**src/rtl/cam_emu_pkg.sv**
```systemverilog
// cam_emu_pkg: shared types and constants for the DVP camera emulator.
//   cam_state_t    : frame-timing FSM states
//   PAT_*          : pattern_sel encodings
//   BAR_*          : RGB565 colour-bar constants, left to right
//   bar_colour()   : maps a 3-bit bar index to its RGB565 colour
package cam_emu_pkg;

  typedef enum logic [2:0] {
    ST_IDLE   = 3'd0,
    ST_VSYNC  = 3'd1,
    ST_VBP    = 3'd2,
    ST_ACTIVE = 3'd3,
    ST_VFP    = 3'd4
  } cam_state_t;

  localparam logic [1:0] PAT_BARS  = 2'd0;
  localparam logic [1:0] PAT_RAMP  = 2'd1;
  localparam logic [1:0] PAT_COUNT = 2'd2;
  localparam logic [1:0] PAT_BLACK = 2'd3;

  localparam logic [15:0] BAR_WHITE   = 16'hFFFF;
  localparam logic [15:0] BAR_YELLOW  = 16'hFFE0;
  localparam logic [15:0] BAR_CYAN    = 16'h07FF;
  localparam logic [15:0] BAR_GREEN   = 16'h07E0;
  localparam logic [15:0] BAR_MAGENTA = 16'hF81F;
  localparam logic [15:0] BAR_RED     = 16'hF800;
  localparam logic [15:0] BAR_BLUE    = 16'h001F;
  localparam logic [15:0] BAR_BLACK   = 16'h0000;

  function automatic logic [15:0] bar_colour(input logic [2:0] idx);
    case (idx)
      3'd0:    return BAR_WHITE;
      3'd1:    return BAR_YELLOW;
      3'd2:    return BAR_CYAN;
      3'd3:    return BAR_GREEN;
      3'd4:    return BAR_MAGENTA;
      3'd5:    return BAR_RED;
      3'd6:    return BAR_BLUE;
      default: return BAR_BLACK;
    endcase
  endfunction

endpackage

```
**src/rtl/cam_dvp_emulator_if.sv**
```systemverilog
// cam_dvp_emulator_if: DVP video bus between the emulator and a pixel capture block.
//   v_sync   : active-high frame sync
//   h_ref    : active-high byte valid; the bus has no ready/back-pressure, a byte
//              is transferred on every clock where h_ref is high and the sink
//              must accept it; cam_data is 0 whenever h_ref is low
//   cam_data : RGB565 byte, high byte of each pixel first
// Modports: master drives the bus (emulator), slave receives it (capture path).
interface cam_dvp_emulator_if;
  logic       v_sync;
  logic       h_ref;
  logic [7:0] cam_data;

  modport master (output v_sync, output h_ref, output cam_data);
  modport slave  (input  v_sync, input  h_ref, input  cam_data);
endinterface

```
**src/rtl/cam_emu_pattern.sv**
```systemverilog
// cam_emu_pattern: test-pattern pixel generator.
//   clk, reset_n : clock / async active-low reset
//   clear        : start of frame, resets the running pixel index
//   load         : compute and register the pixel at (col, line)
//   col, line    : coordinates of the pixel being loaded
//   frame_lsb    : low bits of the completed-frame count (ramp blue channel)
//   pattern      : latched pattern select
//   pixel        : registered RGB565 pixel, valid from the cycle after load
// The top issues load one cycle ahead of the pixel's high byte, so pixel is
// stable for both byte slots of that pixel.
module cam_emu_pattern
  import cam_emu_pkg::*;
#(
  parameter int FRAME_WIDTH = 640
) (
  input  logic        clk,
  input  logic        reset_n,
  input  logic        clear,
  input  logic        load,
  input  logic [15:0] col,
  input  logic [15:0] line,
  input  logic [4:0]  frame_lsb,
  input  logic [1:0]  pattern,
  output logic [15:0] pixel
);

  localparam int BAR_W = FRAME_WIDTH / 8;

  logic [2:0]  bar_idx_q, bar_idx_eff;
  logic [15:0] bar_cnt_q, bar_cnt_eff;
  logic [15:0] pix_idx_q;
  logic [15:0] pixel_d, pixel_q;
  logic        unused_line_bits;

  assign unused_line_bits = ^{line[15:8], line[1:0]};

  // Column 0 restarts the bar walk, so the bar counters need no end-of-line reset.
  always_comb begin
    bar_idx_eff = (col == 16'd0) ? 3'd0  : bar_idx_q;
    bar_cnt_eff = (col == 16'd0) ? 16'd0 : bar_cnt_q;
    case (pattern)
      PAT_BARS:  pixel_d = bar_colour(bar_idx_eff);
      PAT_RAMP:  pixel_d = {col[7:3], line[7:2], frame_lsb};
      PAT_COUNT: pixel_d = pix_idx_q;
      default:   pixel_d = 16'h0000;
    endcase
  end

  always_ff @(posedge clk or negedge reset_n) begin
    if (!reset_n) begin
      bar_idx_q <= 3'd0;
      bar_cnt_q <= 16'd0;
      pix_idx_q <= 16'd0;
      pixel_q   <= 16'd0;
    end else if (clear) begin
      bar_idx_q <= 3'd0;
      bar_cnt_q <= 16'd0;
      pix_idx_q <= 16'd0;
    end else if (load) begin
      pixel_q   <= pixel_d;
      pix_idx_q <= pix_idx_q + 16'd1;
      if (bar_cnt_eff == 16'(BAR_W - 1)) begin
        bar_idx_q <= bar_idx_eff + 3'd1;
        bar_cnt_q <= 16'd0;
      end else begin
        bar_idx_q <= bar_idx_eff;
        bar_cnt_q <= bar_cnt_eff + 16'd1;
      end
    end
  end

  assign pixel = pixel_q;

endmodule

```
**src/rtl/cam_dvp_emulator.sv**
```systemverilog
// cam_dvp_emulator: OV7670-style DVP transmitter emulating a camera sensor.
//   clk, reset_n  : byte clock / async active-low reset
//   enable        : frame start permission, sampled in IDLE and on the last VFP cycle
//   pattern_sel   : 0 bars, 1 ramp, 2 pixel counter, 3 black; latched at frame start
//   dvp           : v_sync / h_ref / cam_data bus (master side)
//   frame_done    : one-cycle pulse on the last cycle of each frame
//   frame_count   : completed frames, wrapping
//   busy          : high from frame start through end of front porch
//   state_dbg     : current FSM state
// Every output is registered from the FSM/counter state, so outputs lag the
// state register by one cycle uniformly and cam_data stays aligned with h_ref.
module cam_dvp_emulator
  import cam_emu_pkg::*;
#(
  parameter int FRAME_WIDTH   = 640,
  parameter int FRAME_HEIGHT  = 480,
  parameter int H_BLANK       = 144,
  parameter int VSYNC_LINES   = 3,
  parameter int V_BACK_PORCH  = 17,
  parameter int V_FRONT_PORCH = 10
) (
  input  logic                clk,
  input  logic                reset_n,
  input  logic                enable,
  input  logic [1:0]          pattern_sel,
  cam_dvp_emulator_if.master  dvp,
  output logic                frame_done,
  output logic [15:0]         frame_count,
  output logic                busy,
  output cam_state_t          state_dbg
);

  localparam int LINE_LEN  = 2 * FRAME_WIDTH + H_BLANK;
  localparam int ACT_BYTES = 2 * FRAME_WIDTH;
  localparam int BW        = $clog2(LINE_LEN);

  cam_state_t  state_q, state_d;
  logic [BW-1:0] byte_cnt_q;
  logic [15:0] line_cnt_q, phase_lines;
  logic        line_end, phase_end, frame_start;
  logic [1:0]  pattern_q;
  logic [15:0] frame_count_q;

  logic        in_line_load, line_load, pat_load, pat_clear;
  logic [15:0] load_col, load_line, pixel;

  logic        v_sync_d, h_ref_d, busy_d, frame_done_d;
  logic [7:0]  cam_data_d;
  logic        v_sync_q, h_ref_q, busy_q, frame_done_q;
  logic [7:0]  cam_data_q;

  // Phase length and end-of-phase detection.
  always_comb begin
    case (state_q)
      ST_VBP:    phase_lines = 16'(V_BACK_PORCH);
      ST_ACTIVE: phase_lines = 16'(FRAME_HEIGHT);
      ST_VFP:    phase_lines = 16'(V_FRONT_PORCH);
      default:   phase_lines = 16'(VSYNC_LINES);
    endcase
    line_end  = (byte_cnt_q == BW'(LINE_LEN - 1));
    phase_end = line_end && (line_cnt_q == phase_lines - 16'd1);
  end

  // FSM: state register.
  always_ff @(posedge clk or negedge reset_n) begin
    if (!reset_n) state_q <= ST_IDLE;
    else          state_q <= state_d;
  end

  // FSM: next state.
  always_comb begin
    state_d = state_q;
    case (state_q)
      ST_IDLE:   if (enable)    state_d = ST_VSYNC;
      ST_VSYNC:  if (phase_end) state_d = ST_VBP;
      ST_VBP:    if (phase_end) state_d = ST_ACTIVE;
      ST_ACTIVE: if (phase_end) state_d = ST_VFP;
      ST_VFP:    if (phase_end) state_d = enable ? ST_VSYNC : ST_IDLE;
      default:                  state_d = ST_IDLE;
    endcase
  end

  assign frame_start = (state_d == ST_VSYNC) && (state_q == ST_IDLE || state_q == ST_VFP);

  // Line/byte timing counters and per-frame latches.
  always_ff @(posedge clk or negedge reset_n) begin
    if (!reset_n) begin
      byte_cnt_q    <= '0;
      line_cnt_q    <= 16'd0;
      pattern_q     <= PAT_BARS;
      frame_count_q <= 16'd0;
    end else begin
      if (state_q == ST_IDLE) begin
        byte_cnt_q <= '0;
        line_cnt_q <= 16'd0;
      end else if (line_end) begin
        byte_cnt_q <= '0;
        line_cnt_q <= phase_end ? 16'd0 : line_cnt_q + 16'd1;
      end else begin
        byte_cnt_q <= byte_cnt_q + 1'b1;
      end
      if (frame_start)  pattern_q     <= pattern_sel;
      if (frame_done_d) frame_count_q <= frame_count_q + 16'd1;
    end
  end

  // Pixel look-ahead: the next pixel is loaded while the current low byte is
  // sent, and pixel 0 of each active line on the last cycle of the line before.
  always_comb begin
    in_line_load = (state_q == ST_ACTIVE) && byte_cnt_q[0] &&
                   (byte_cnt_q < BW'(ACT_BYTES - 1));
    line_load    = line_end &&
                   (((state_q == ST_ACTIVE) && (line_cnt_q != 16'(FRAME_HEIGHT - 1))) ||
                    ((state_q == ST_VBP) && (line_cnt_q == 16'(V_BACK_PORCH - 1))));
    pat_load     = in_line_load || line_load;
    pat_clear    = (state_q == ST_VSYNC);
    load_col     = line_load ? 16'd0 : 16'((int'(byte_cnt_q) + 1) / 2);
    if (line_load) load_line = (state_q == ST_ACTIVE) ? line_cnt_q + 16'd1 : 16'd0;
    else           load_line = line_cnt_q;
  end

  cam_emu_pattern #(.FRAME_WIDTH(FRAME_WIDTH)) u_pattern (
    .clk       (clk),
    .reset_n   (reset_n),
    .clear     (pat_clear),
    .load      (pat_load),
    .col       (load_col),
    .line      (load_line),
    .frame_lsb (frame_count_q[4:0]),
    .pattern   (pattern_q),
    .pixel     (pixel)
  );

  // FSM: outputs (registered below).
  always_comb begin
    v_sync_d     = (state_q == ST_VSYNC);
    h_ref_d      = (state_q == ST_ACTIVE) && (byte_cnt_q < BW'(ACT_BYTES));
    cam_data_d   = 8'h00;
    if (h_ref_d) cam_data_d = byte_cnt_q[0] ? pixel[7:0] : pixel[15:8];
    busy_d       = (state_q != ST_IDLE);
    frame_done_d = (state_q == ST_VFP) && phase_end;
  end

  always_ff @(posedge clk or negedge reset_n) begin
    if (!reset_n) begin
      v_sync_q     <= 1'b0;
      h_ref_q      <= 1'b0;
      cam_data_q   <= 8'h00;
      busy_q       <= 1'b0;
      frame_done_q <= 1'b0;
    end else begin
      v_sync_q     <= v_sync_d;
      h_ref_q      <= h_ref_d;
      cam_data_q   <= cam_data_d;
      busy_q       <= busy_d;
      frame_done_q <= frame_done_d;
    end
  end

  assign dvp.v_sync   = v_sync_q;
  assign dvp.h_ref    = h_ref_q;
  assign dvp.cam_data = cam_data_q;
  assign frame_done   = frame_done_q;
  assign frame_count  = frame_count_q;
  assign busy         = busy_q;
  assign state_dbg    = state_q;

endmodule

```
**src/flat_wrapper.sv**
```systemverilog
// flat-port wrapper written by rule: the top's interface ports become plain ports
module cam_dvp_emulator_flat import cam_emu_pkg::*;
#(
  parameter int FRAME_WIDTH   = 640,
  parameter int FRAME_HEIGHT  = 480,
  parameter int H_BLANK       = 144,
  parameter int VSYNC_LINES   = 3,
  parameter int V_BACK_PORCH  = 17,
  parameter int V_FRONT_PORCH = 10
)
  (clk, reset_n, enable, pattern_sel, frame_done, frame_count, busy, state_dbg, dvp_v_sync, dvp_h_ref, dvp_cam_data);
  cam_dvp_emulator_if dvp_i ();
  input  logic clk;
  input  logic reset_n;
  input  logic enable;
  input  logic [1:0] pattern_sel;
  output logic frame_done;
  output logic [15:0] frame_count;
  output logic busy;
  output cam_state_t state_dbg;
  output wire logic [$bits(dvp_i.v_sync)-1:0] dvp_v_sync;
  output wire logic [$bits(dvp_i.h_ref)-1:0] dvp_h_ref;
  output wire logic [$bits(dvp_i.cam_data)-1:0] dvp_cam_data;
  assign dvp_v_sync = dvp_i.v_sync;
  assign dvp_h_ref = dvp_i.h_ref;
  assign dvp_cam_data = dvp_i.cam_data;
  cam_dvp_emulator #(.FRAME_WIDTH(FRAME_WIDTH), .FRAME_HEIGHT(FRAME_HEIGHT), .H_BLANK(H_BLANK), .VSYNC_LINES(VSYNC_LINES), .V_BACK_PORCH(V_BACK_PORCH), .V_FRONT_PORCH(V_FRONT_PORCH)) u_core (.clk(clk), .reset_n(reset_n), .enable(enable), .pattern_sel(pattern_sel), .dvp(dvp_i), .frame_done(frame_done), .frame_count(frame_count), .busy(busy), .state_dbg(state_dbg));
endmodule
```
**config.mk**
```make
export PLATFORM = sky130hd
export DESIGN_NAME = cam_dvp_emulator_flat
export DESIGN_NICKNAME = d
export VERILOG_FILES = /design/src/rtl/cam_emu_pkg.sv /design/src/rtl/cam_dvp_emulator_if.sv /design/src/rtl/cam_emu_pattern.sv /design/src/rtl/cam_dvp_emulator.sv /design/src/flat_wrapper.sv
export SDC_FILE = /design/constraint.sdc
export NUM_CORES = 1
export LEC_CHECK = 0
export ABC_CLOCK_PERIOD_IN_PS = 5230
export BUFFER_PORTS_ARGS = -buffer_cell sky130_fd_sc_hd__buf_2
export CAP_MARGIN = 20
export CORE_MARGIN = 10
export CORE_UTILIZATION = 26
export CTS_CLUSTER_DIAMETER = 30
export DETAILED_ROUTE_END_ITERATION = 16
export RECOVER_POWER = 25
export REMOVE_ABC_BUFFERS = 1
export SLEW_MARGIN = 20
export SYNTH_ARGS = -nofsm -noshare
export SYNTH_HDL_FRONTEND = slang
export SYNTH_HIERARCHICAL = 1
export SYNTH_SLANG_ARGS = --single-unit
export TNS_END_PERCENT = 30
```
**constraint.sdc**
```tcl
create_clock -name clk -period 5.23 [get_ports clk]
set_input_delay 0 -clock clk [delete_from_list [all_inputs] [get_ports clk]]
set_output_delay 0 -clock clk [all_outputs]
set_load 0.1 [all_outputs]
```
# Word level (Yosys, flattened, before mapping)

Index checks and enable logic that the tools add are counted.

Reductions and logical operators: 20
Add/subtract/negate cells: 9
Equality and inequality tests: 18
Multiplexer cells: 30
Bitwise gates (word level): 2
Magnitude comparators: 2

Operator list:

| cell                                                    | number |
|---|---|
| 2-to-1 mux 16 bit                                       | 10 |
| case mux 16 bit (7 select lines)                        | 1 |
| adder 16 x 1 -> 16 bit (second input constant)          | 4 |
| case mux 16 bit (3 select lines)                        | 1 |
| 2-to-1 mux 8 bit                                        | 4 |
| 2-to-1 mux 3 bit                                        | 9 |
| case mux 9 bit (3 select lines)                         | 1 |
| less-than comparator 11 bit (second input constant)     | 2 |
| 2-to-1 mux 11 bit                                       | 2 |
| adder 16 x 1 -> 16 bit                                  | 1 |
| equality test 16 bit                                    | 1 |
| equality test 16 x 5 -> 1 bit (second input constant)   | 1 |
| equality test 16 x 7 -> 1 bit (second input constant)   | 1 |
| logical NOT 16 bit                                      | 1 |
| inequality test 16 x 9 -> 1 bit (second input constant) | 1 |
| case mux 3 bit (5 select lines)                         | 1 |
| adder 11 x 1 -> 12 bit (second input constant)          | 1 |
| equality test 3 x 2 -> 1 bit (second input constant)    | 4 |
| equality test 3 bit (second input constant)             | 4 |
| adder 11 x 1 -> 11 bit (second input constant)          | 1 |
| equality test 11 bit (second input constant)            | 1 |
| subtractor 9 x 1 -> 10 bit (second input constant)      | 1 |
| equality test 3 x 1 -> 1 bit (second input constant)    | 3 |
| logical AND 1 bit                                       | 9 |
| other kinds (12)                                        | 16 |

Logic and storage cells: 95
Flip-flop bits (word level): 111
Output and inout bits: 31

# Logic depth before layout (Yosys ltp)

Gate-level depths: netlist of run 1.

Word-level depth: 11
Mapped depth: 20

# Cells and area by module

The synthesis of run 1 kept the hierarchy.

Modules (own cells, without submodules):

| module           | area each (µm²) | cells an instance | seq. area each (µm²) | instances |
|---|---|---|---|---|
| cam_dvp_emulator | 3437.0          | 377               | 1501.4               | 1 |
| cam_emu_pattern  | 2680.1          | 291               | 1276.2               | 1 |

# Least setup slack after synthesis of run 1

No wires, ideal clock.

Path kind: register to register
Start: register u_core.state_q[1], in the netlist u_core/state_dbg[1]
End: register u_core.u_pattern.bar_cnt_q[12]
Required time: 5.159 ns
Library setup time: 0.071 ns
Cell stages (with the launch flop): 19
Buffers on the path: 4
Clock period less this slack: 4.872 ns
Setup slack: 0.358 ns
Arrival: 4.801 ns
Cells stage by stage: dfrtp_1 -> clkbuf_1 -> nor2b_1 -> nand3_1 -> nor4_1 -> o21ai_1 -> clkbuf_1 -> and2_1 -> nor4_1 -> nand4_1 -> clkbuf_1 -> and2_1 -> ha_1 -> nand3_1 -> nor4_4 -> or3_1 -> buf_2 -> or4_1 -> nand3_1

Word-level cells in the longest chain between the ends: 11
Elaborated cells on any way between the ends: 19
Classes of those cells: add/sub: 1; eq/ne: 4; mux: 5; reduce/logical: 9

Ends and longest elaborated chain:

| what                                                                           | RTL line                                         | source |
|---|---|---|
| start: declaration                                                             | cam_dvp_emulator.sv:37                           | `cam_state_t state_q, state_d;` |
| start signal: assignment                                                       | cam_dvp_emulator.sv:67                           | `else state_q <= state_d;` |
| equality test 3 x 2 -> 1 bit (on tied branches)                                | cam_dvp_emulator.sv:113, cam_dvp_emulator.sv:114 |  |
| logical AND 1 bit (on tied branches)                                           | cam_dvp_emulator.sv:113, cam_dvp_emulator.sv:114 |  |
| logical OR 1 bit *                                                             | cam_dvp_emulator.sv:113                          | `(((state_q == ST_ACTIVE) && (line_cnt_q != 16'(FRAME_HEIGHT - 1))) \|\|` |
| logical AND 1 bit *                                                            | cam_dvp_emulator.sv:112                          | `line_load = line_end &&` |
| 2-to-1 mux 16 bit *                                                            | cam_dvp_emulator.sv:117                          | `load_col = line_load ? 16'd0 : 16'((int'(byte_cnt_q) + 1) / 2);` |
| named net u_core.load_col[0]                                                   | cam_dvp_emulator.sv:45                           | `logic [15:0] load_col, load_line, pixel;` |
| logical NOT 16 bit *                                                           | cam_emu_pattern.sv:40                            | `bar_cnt_eff = (col == 16'd0) ? 16'd0 : bar_cnt_q;` |
| 2-to-1 mux 16 bit *                                                            | cam_emu_pattern.sv:40                            |  |
| adder 16 x 1 -> 16 bit / equality test 16 x 7 -> 1 bit (equally long branches) | cam_emu_pattern.sv:67, cam_emu_pattern.sv:62     |  |
| 2-to-1 mux 16 bit *                                                            | cam_emu_pattern.sv:62                            | `if (bar_cnt_eff == 16'(BAR_W - 1)) begin` |
| 2-to-1 mux 16 bit *                                                            | cam_emu_pattern.sv:59                            | `end else if (load) begin` |
| 2-to-1 mux 16 bit *                                                            | cam_emu_pattern.sv:55                            | `end else if (clear) begin` |
| end signal: assignment                                                         | cam_emu_pattern.sv:67                            | `bar_cnt_q <= bar_cnt_eff + 16'd1;` |
| end: declaration                                                               | cam_emu_pattern.sv:30                            | `logic [15:0] bar_cnt_q, bar_cnt_eff;` |

The timed path passes the listed nets; every way through them passes the cells marked *. The select of a mux whose other input is x is not followed.
A chain may end at the register's enable or synchronous reset.

# Worst setup path after layout of run 1

Start: register u_core.byte_cnt_q[0]
End: register u_core.u_pattern.bar_cnt_q[12]

Word-level cells in the longest chain between the ends: 10
Elaborated cells on any way between the ends: 18
Classes of those cells: add/sub: 3; order compare: 1; eq/ne: 2; mux: 5; bitwise: 1; reduce/logical: 6

Ends and longest elaborated chain:

| what                                                                           | RTL line                                     | source |
|---|---|---|
| start: declaration                                                             | cam_dvp_emulator.sv:38                       | `logic [BW-1:0] byte_cnt_q;` |
| start signal: assignment                                                       | cam_dvp_emulator.sv:100                      | `byte_cnt_q <= byte_cnt_q + 1'b1;` |
| adder 11 x 1 -> 12 bit                                                         | cam_dvp_emulator.sv:117                      |  |
| bitwise AND 1 bit (no source line)                                             | n/a                                          |  |
| adder 16 x 1 -> 16 bit (no source line)                                        | n/a                                          |  |
| 2-to-1 mux 16 bit *                                                            | cam_dvp_emulator.sv:117                      |  |
| named net u_core.load_col[0]                                                   | cam_dvp_emulator.sv:45                       |  |
| logical NOT 16 bit *                                                           | cam_emu_pattern.sv:40                        |  |
| 2-to-1 mux 16 bit *                                                            | cam_emu_pattern.sv:40                        |  |
| adder 16 x 1 -> 16 bit / equality test 16 x 7 -> 1 bit (equally long branches) | cam_emu_pattern.sv:67, cam_emu_pattern.sv:62 |  |
| 2-to-1 mux 16 bit *                                                            | cam_emu_pattern.sv:62                        |  |
| 2-to-1 mux 16 bit *                                                            | cam_emu_pattern.sv:59                        |  |
| 2-to-1 mux 16 bit *                                                            | cam_emu_pattern.sv:55                        |  |

Marked as above.

==> metrics.txt, run 1 <==
clock share of power 46.1%; Post-Route WL 14550 um; total chip power 1.632 mW; Nets 673; crit share post-route 89.27%; total leakage power 2.916 nW; pwr/cell area 242.3 nW/um2; # setup viols final 0; Initial Utilization 26.39%; cell area after synthesis 5957 um2; type of the worst min-delay path in -> reg; first-pass GRT wire length 24360 um; Clock Pin Slew Worst Setup and Hold Paths 0.08 ns; Chip Width 171.4 um; hold_ws 0.4340 ns; # IOs 36; RSZ-0062 raised after global routing no; Max FO, Critical Path 17; Total GRT Usage 10.23%; Int Power 1.287 mW; Root Driver clkbuf_16; cell count after synthesis 640; initial antenna violation count 0; Final Hold Viols 0; P_sw 0.3454 mW; DRT antenna net count 0; vias per std cell 5.055; # fillers 2370; DR DRC count 0; sequential share of power 52.5%; total CTS buffers 9; critical path startpoint category register; Post-CTS Setup Inserts 0; Critical Path Sink Type register; H-tree depth 3; TritonCTS Sinks 111; via count 4807; initial drt markers 313; CTS tree yes; violated checks max-capacitance violations, max-slew violations; Core Footprint 22570 um2; fin. max-slew vios 38; setup TNS 0 ns; Comb pwr share 1.4%; TritonRoute pass-1 iters 4; Sw Ratio 21.16%; minimum clock period after layout 4.669 ns; CP required 5.53 ns; DP HPWL 10420 um; CP Class reg -> reg; status complete, but fails checks; routability cong. 0.8347; maxcap violations 1; vias in the first global route 4682; yosys warns 6; Mapped Avg Cell Area 9.308 um2; Die Y 171.4 um; Peak Freq 214.2 MHz; die area 29370 um2; wire length per cell 15.30 um; global route total overflow 0; Clk Latency, worst-skew pair 0.36 ns; layout cells sized above 1 7.207%; Diodes inserted 0; Worst Tran Pin Value 2.063 ns; arrival time worst endpoint 4.97 ns; Layout Area Growth over Synthesis 13.09%; port bufs 35; Clock Path Buffers 2; Peak VDD IR 0.0001352 V; relative slew slack -37.56%; row count 55; cts repair resizes 0; Fin Clk Skew 0.01275 ns; pin count of the biggest net entering global routing 76
[layout by cell type (no fill, tap or decap), types with 12 or more instances in the layout]
master and n:
nor4_1 12, or3_1 12, nand4_1 24, nor2_1 60, xnor2_1 22, mux2i_1 14, and3_1 19, nand2_1 65
a221oi_1 17, o21ai_0 38, dfrtp_1 111, and2_1 14, clkbuf_1 27, a21oi_1 19, nand3_1 41, xor2_1 23
[sequential cells by signal, summed over array words and instances (netlist names)]
register	count
u_core/dvp.cam_data	8
u_core/u_pattern/bar_cnt_q	16
u_core/state_dbg	3
u_core/dvp.v_sync	1
u_core/u_pattern/pixel	16
u_core/dvp.h_ref	1
u_core/u_pattern/pix_idx_q	16
u_core/frame_done	1
u_core/busy	1
u_core/frame_count	16
u_core/line_cnt_q	16
u_core/u_pattern/bar_idx_q	3
u_core/byte_cnt_q	11
u_core/pattern_q	2
[worst max-delay path: stages (launching register included)]
cell and delay, ns:
dfrtp_1 0.32, buf_4 0.22, ha_1 0.21, nand3_1 0.19
nor3_1 0.66, o21ai_1 0.37, and2_1 0.27, nor4_1 0.32
nand4_1 0.13, buf_4 0.22, and2_1 0.17, ha_1 0.21
nand3_1 0.18, nor4_4 0.10, or3_1 0.45, or4_1 0.51
nand3_1 0.08
[area by class of cell]
class	count	area, um2	area share [%]
inverters	11	41.29	0.6129
multi-input cells	482	3002	44.56
flip-flops and latches	111	2778	41.23
clock inverters	7	100.1	1.486
clock buffers	9	225.2	3.343
well taps	285	356.6	5.293
repair buffers	46	234.0	3.473
[worst paths after layout]
path | startpoint | slack [ns] | to | depth (start not counted)
worst max-delay path | u_core/byte_cnt_q[0] | 0.56 | u_core/u_pattern/bar_cnt_q[12] | 16
worst min-delay path | pattern_sel[0] | 0.43 | u_core/pattern_q[0] | 3
worst max register to register | u_core/byte_cnt_q[0] | 0.56 | u_core/u_pattern/bar_cnt_q[12] | 16
worst min register to register | u_core/frame_count[15] | 0.48 | u_core/frame_count[15] | 1
max in group asynchronous | reset_n | 2.59 | u_core/byte_cnt_q[1] | 3
min in group asynchronous | reset_n | 0.78 | u_core/u_pattern/bar_cnt_q[9] | 2
[through the flow]
| step | cells | setup WS [ns] | util, % | area (um2) |
|---|---|---|---|---|
| CTS | 951 | 0.5843 | 30.01 | 6773 |
| finish | 951 | 0.5613 | 29.84 | 6736 |
| global route | 951 | 0.2299 | 29.84 | 6736 |
| floorplan | 604 | 0.6406 | - | 5821 |
| detailed placement | 931 | 0.5906 | 28.39 | 6407 |
| global placement | 931 | 0.7387 | 28.39 | 6407 |
[per-layer routing]
| metal | track usage, % | wire length (um) | up-vias |
|---|---|---|---|
| met3 | 2.315 | 562 | 12 |
| met4 | 3.403 | 165 | 0 |
| li1 | - | - | 2351 |
| met1 | 13.31 | 7059 | 2357 |
| met2 | 16.39 | 6763 | 87 |
| met5 | 0 | 0 | - |
[power groups by stage]
stage | clock network, mW | logic [mW] | registers (mW)
after floorplan | 0 | 0.00100 | 0.875
after global placement | 0 | 0.0221 | 0.874
after detailed placement | 0 | 0.0223 | 0.874
after CTS | 0.778 | 0.0246 | 0.857
after global routing | 0.807 | 0.0266 | 0.857
final | 0.752 | 0.0222 | 0.857
[timing repair]
action                                  in CTS  in global routing
hold buffers                                 4                  0
hold endpoints to repair                    39                  0
endpoints found under the setup margin       0                  0
Note: power is estimated with default switching activity, not from simulation.
==> run 2: changes to the inputs <==
ABC_AREA = 1   (was default)
==> metrics.txt, run 2 <==
sequential share of power 53.5% (+1.0 points); minimum clock period after layout 3.515 ns (-1.154 ns); arrival time worst endpoint 3.77 ns (-1.20 ns); Layout Area Growth over Synthesis 12.00%; Nets 965 (+43%); Place WS 1.724 ns (+1.134 ns); DP HPWL 12830 um (+23%); Chip Width 181.6 um (+5.9%); P_sw 0.3522 mW (+2.0%); crit-path cells clkinv_1 > nor2_1 > nand4_1 > nor2_1 > nand2_1 > xor2_1 > inv_1 > nor2_1 > nand2_1 > nor2_1 > nand2_2 > inv_1 > nor2_1 > ha_1 > nand3_1 > nor2_1 > nand2_1 > nor2_1 > nor2_2 > nand3_1 > nand2_1; total CTS buffers 9 (unchanged); maxcap violations 2 (+1); CTS tree yes; Critical Path Sink Type register; Final Util 29.42% (-0.43 points); clock share of power 45.1% (-1.0 points); RSZ-0062 raised after global routing no; Final WS setup 1.715 ns (+1.154 ns); vias in the first global route 5705 (+22%); crit-path max cell delay 0.55 ns (-0.11 ns); Total GRT Usage 10.60% (+0.37 points); Root Driver clkbuf_16; wire length per cell 13.42 um (-12%); Final Hold Viols 0 (unchanged); hold_ws 0.06443 ns (-0.3696 ns); Peak VDD IR 0.0001681 V (+24%); Worst Tran Pin Value 2.176 ns (+0.1122 ns); row count 59 (+7.3%); CP required 5.48 ns (-0.05 ns); cell count after synthesis 923 (+44%); initial drt markers 436 (+39%); DR DRC count 0 (unchanged); commonest non-fill, non-tap cell in the layout nand2_1; FF/Latch Area 2778 um2 (unchanged); CP Class reg -> reg; routability cong. 0.8699 (+4.2%); Mapped Avg Cell Area 7.353 um2 (-21%); Clock Path Buffers 2 (unchanged); cts repair resizes 0 (unchanged); HP Start enable; reg2reg start u_core/byte_cnt_q[0]; critical path startpoint category register; relative slew slack -45.04% (-7.5 points); Int Power 1.251 mW (-2.7%); via count 6018 (+25%); pwr/cell area 210.9 nW/um2 (-13%); type of the worst min-delay path in -> reg; pin count of the biggest net entering global routing 47 (-38%); Diodes inserted 0 (unchanged); vias per std cell 4.654 (-7.9%); cell area after synthesis 6787 um2 (+14%); die area 32960 um2 (+12%); # fillers 2786 (+18%); violated checks max-capacitance violations, max-slew violations; first-pass GRT wire length 29180 um (+20%); yosys warns 6 (unchanged); Initial Utilization 26.27% (-0.13 points); Peak Freq 284.5 MHz (+33%); crit share post-route 67.21% (-22 points); fin. max-slew vios 69 (+82%); setup TNS 0 ns (unchanged); status complete, but fails checks; Clock Pin Slew Worst Setup and Hold Paths 0.08 ns (about the same); Post-Layout Cell Count 1293 (+36%); Sw Ratio 21.96% (+0.80 points); TritonCTS Sinks 111 (unchanged); Slowest-stage cell, CP dfrtp_1; # setup viols final 0 (unchanged); Max FO, Critical Path 11 (-6); global route total overflow 0 (unchanged); H-tree depth 3 (unchanged); Die Y 181.6 um (+5.9%); TritonRoute pass-1 iters 5 (+1); Comb pwr share 1.4% (about the same); Setup crit start u_core/byte_cnt_q[0]; Post-Route WL 17350 um (+19%); layout cells sized above 1 10.23% (+3.0 points); total leakage power 3.590 nW (+23%); Placed Instances 1272 (+37%); DRT antenna net count 0 (unchanged); Core Footprint 25840 um2 (+14%); port bufs 35 (unchanged); # IOs 36 (unchanged); initial antenna violation count 0 (unchanged); most used cell, CP nor2_1; commonest non-fill, non-tap cells in the layout 236 x nand2_1, 111 x dfrtp_1, 93 x nor2_1; multi-input logic area 3466 um2 (+15%); Fin Clk Skew 0.01033 ns (-0.002427 ns); Clk Latency, worst-skew pair 0.37 ns (about the same)
-- run 2: cell types whose count changed in the layout (fill, tap and decap cells not counted), moves of 17 or more --
cell,delta
nand2_1,+171
inv_1,+78
nand3_1,+45
nor2_1,+33
buf_2,+24
clkbuf_1,-22
o21ai_1,+21
and3_1,-19
a21oi_1,+17
a221oi_1,-17
-- run 2: power groups by stage --
stage          sequential [mW]  clock (mW)  combinational (mW)
2_1_floorplan            0.875           0             0.00126
3_3_place_gp             0.874           0              0.0229
3_5_place_dp             0.874           0              0.0231
4_1_cts                  0.857       0.751              0.0248
5_1_grt                  0.857       0.782              0.0270
6_report                 0.857       0.723              0.0225
-- run 2: through the flow --
stage,total power [mW],cell area (um2)
6_report,1.603,7601
5_1_grt,1.667,7601
4_1_cts,1.633,7611
2_1_floorplan,0.8760,6610
3_3_place_gp,0.8974,7252
3_5_place_dp,0.8975,7252
-- run 2: routing by layer --
metal	track usage (%)	wire length, um
met3	2.724	953
met2	17.23	8149
met5	0	0
met4	4.035	370
met1	13.17	7872
-- run 2: final cells by class --
type | count | share of cell area [%]
Clock buffer | 11 | 3.193
Clock inverter | 5 | 0.8724
Inverter | 97 | 4.823
Multi-Input combinational cell | 688 | 45.60
Sequential cell | 111 | 36.54
Tap cell | 335 | 5.514
Timing Repair Buffer | 46 | 3.457
-- run 2: path summary, 6_finish.rpt --
check | depth (start not counted) | end | slack, ns
max | 21 | u_core/u_pattern/bar_cnt_q[13] | 1.71
min | 3 | u_core/state_dbg[0] | 0.06
max reg2reg | 21 | u_core/u_pattern/bar_cnt_q[13] | 1.71
min reg2reg | 2 | u_core/u_pattern/bar_idx_q[0] | 0.48
max in group asynchronous | 3 | u_core/line_cnt_q[12] | 1.96
min in group asynchronous | 2 | u_core/u_pattern/bar_cnt_q[10] | 0.54
-- run 2: worst max-delay path, delay by kind of cell, from the launching register on --
family                     cells  cell delay (ns)
xor gates and xnor gates       1             0.16
adders and majority gates      1             0.25
buffers and inverters          3             0.51
DFF                            1             0.55
and+or+nand+nor               16             1.92
-- run 2: repair_timing --
action | in CTS | in global routing
hold endpoints to repair | 28 | 0
hold buffers | 5 | 0
buffers inserted | 0 | 0
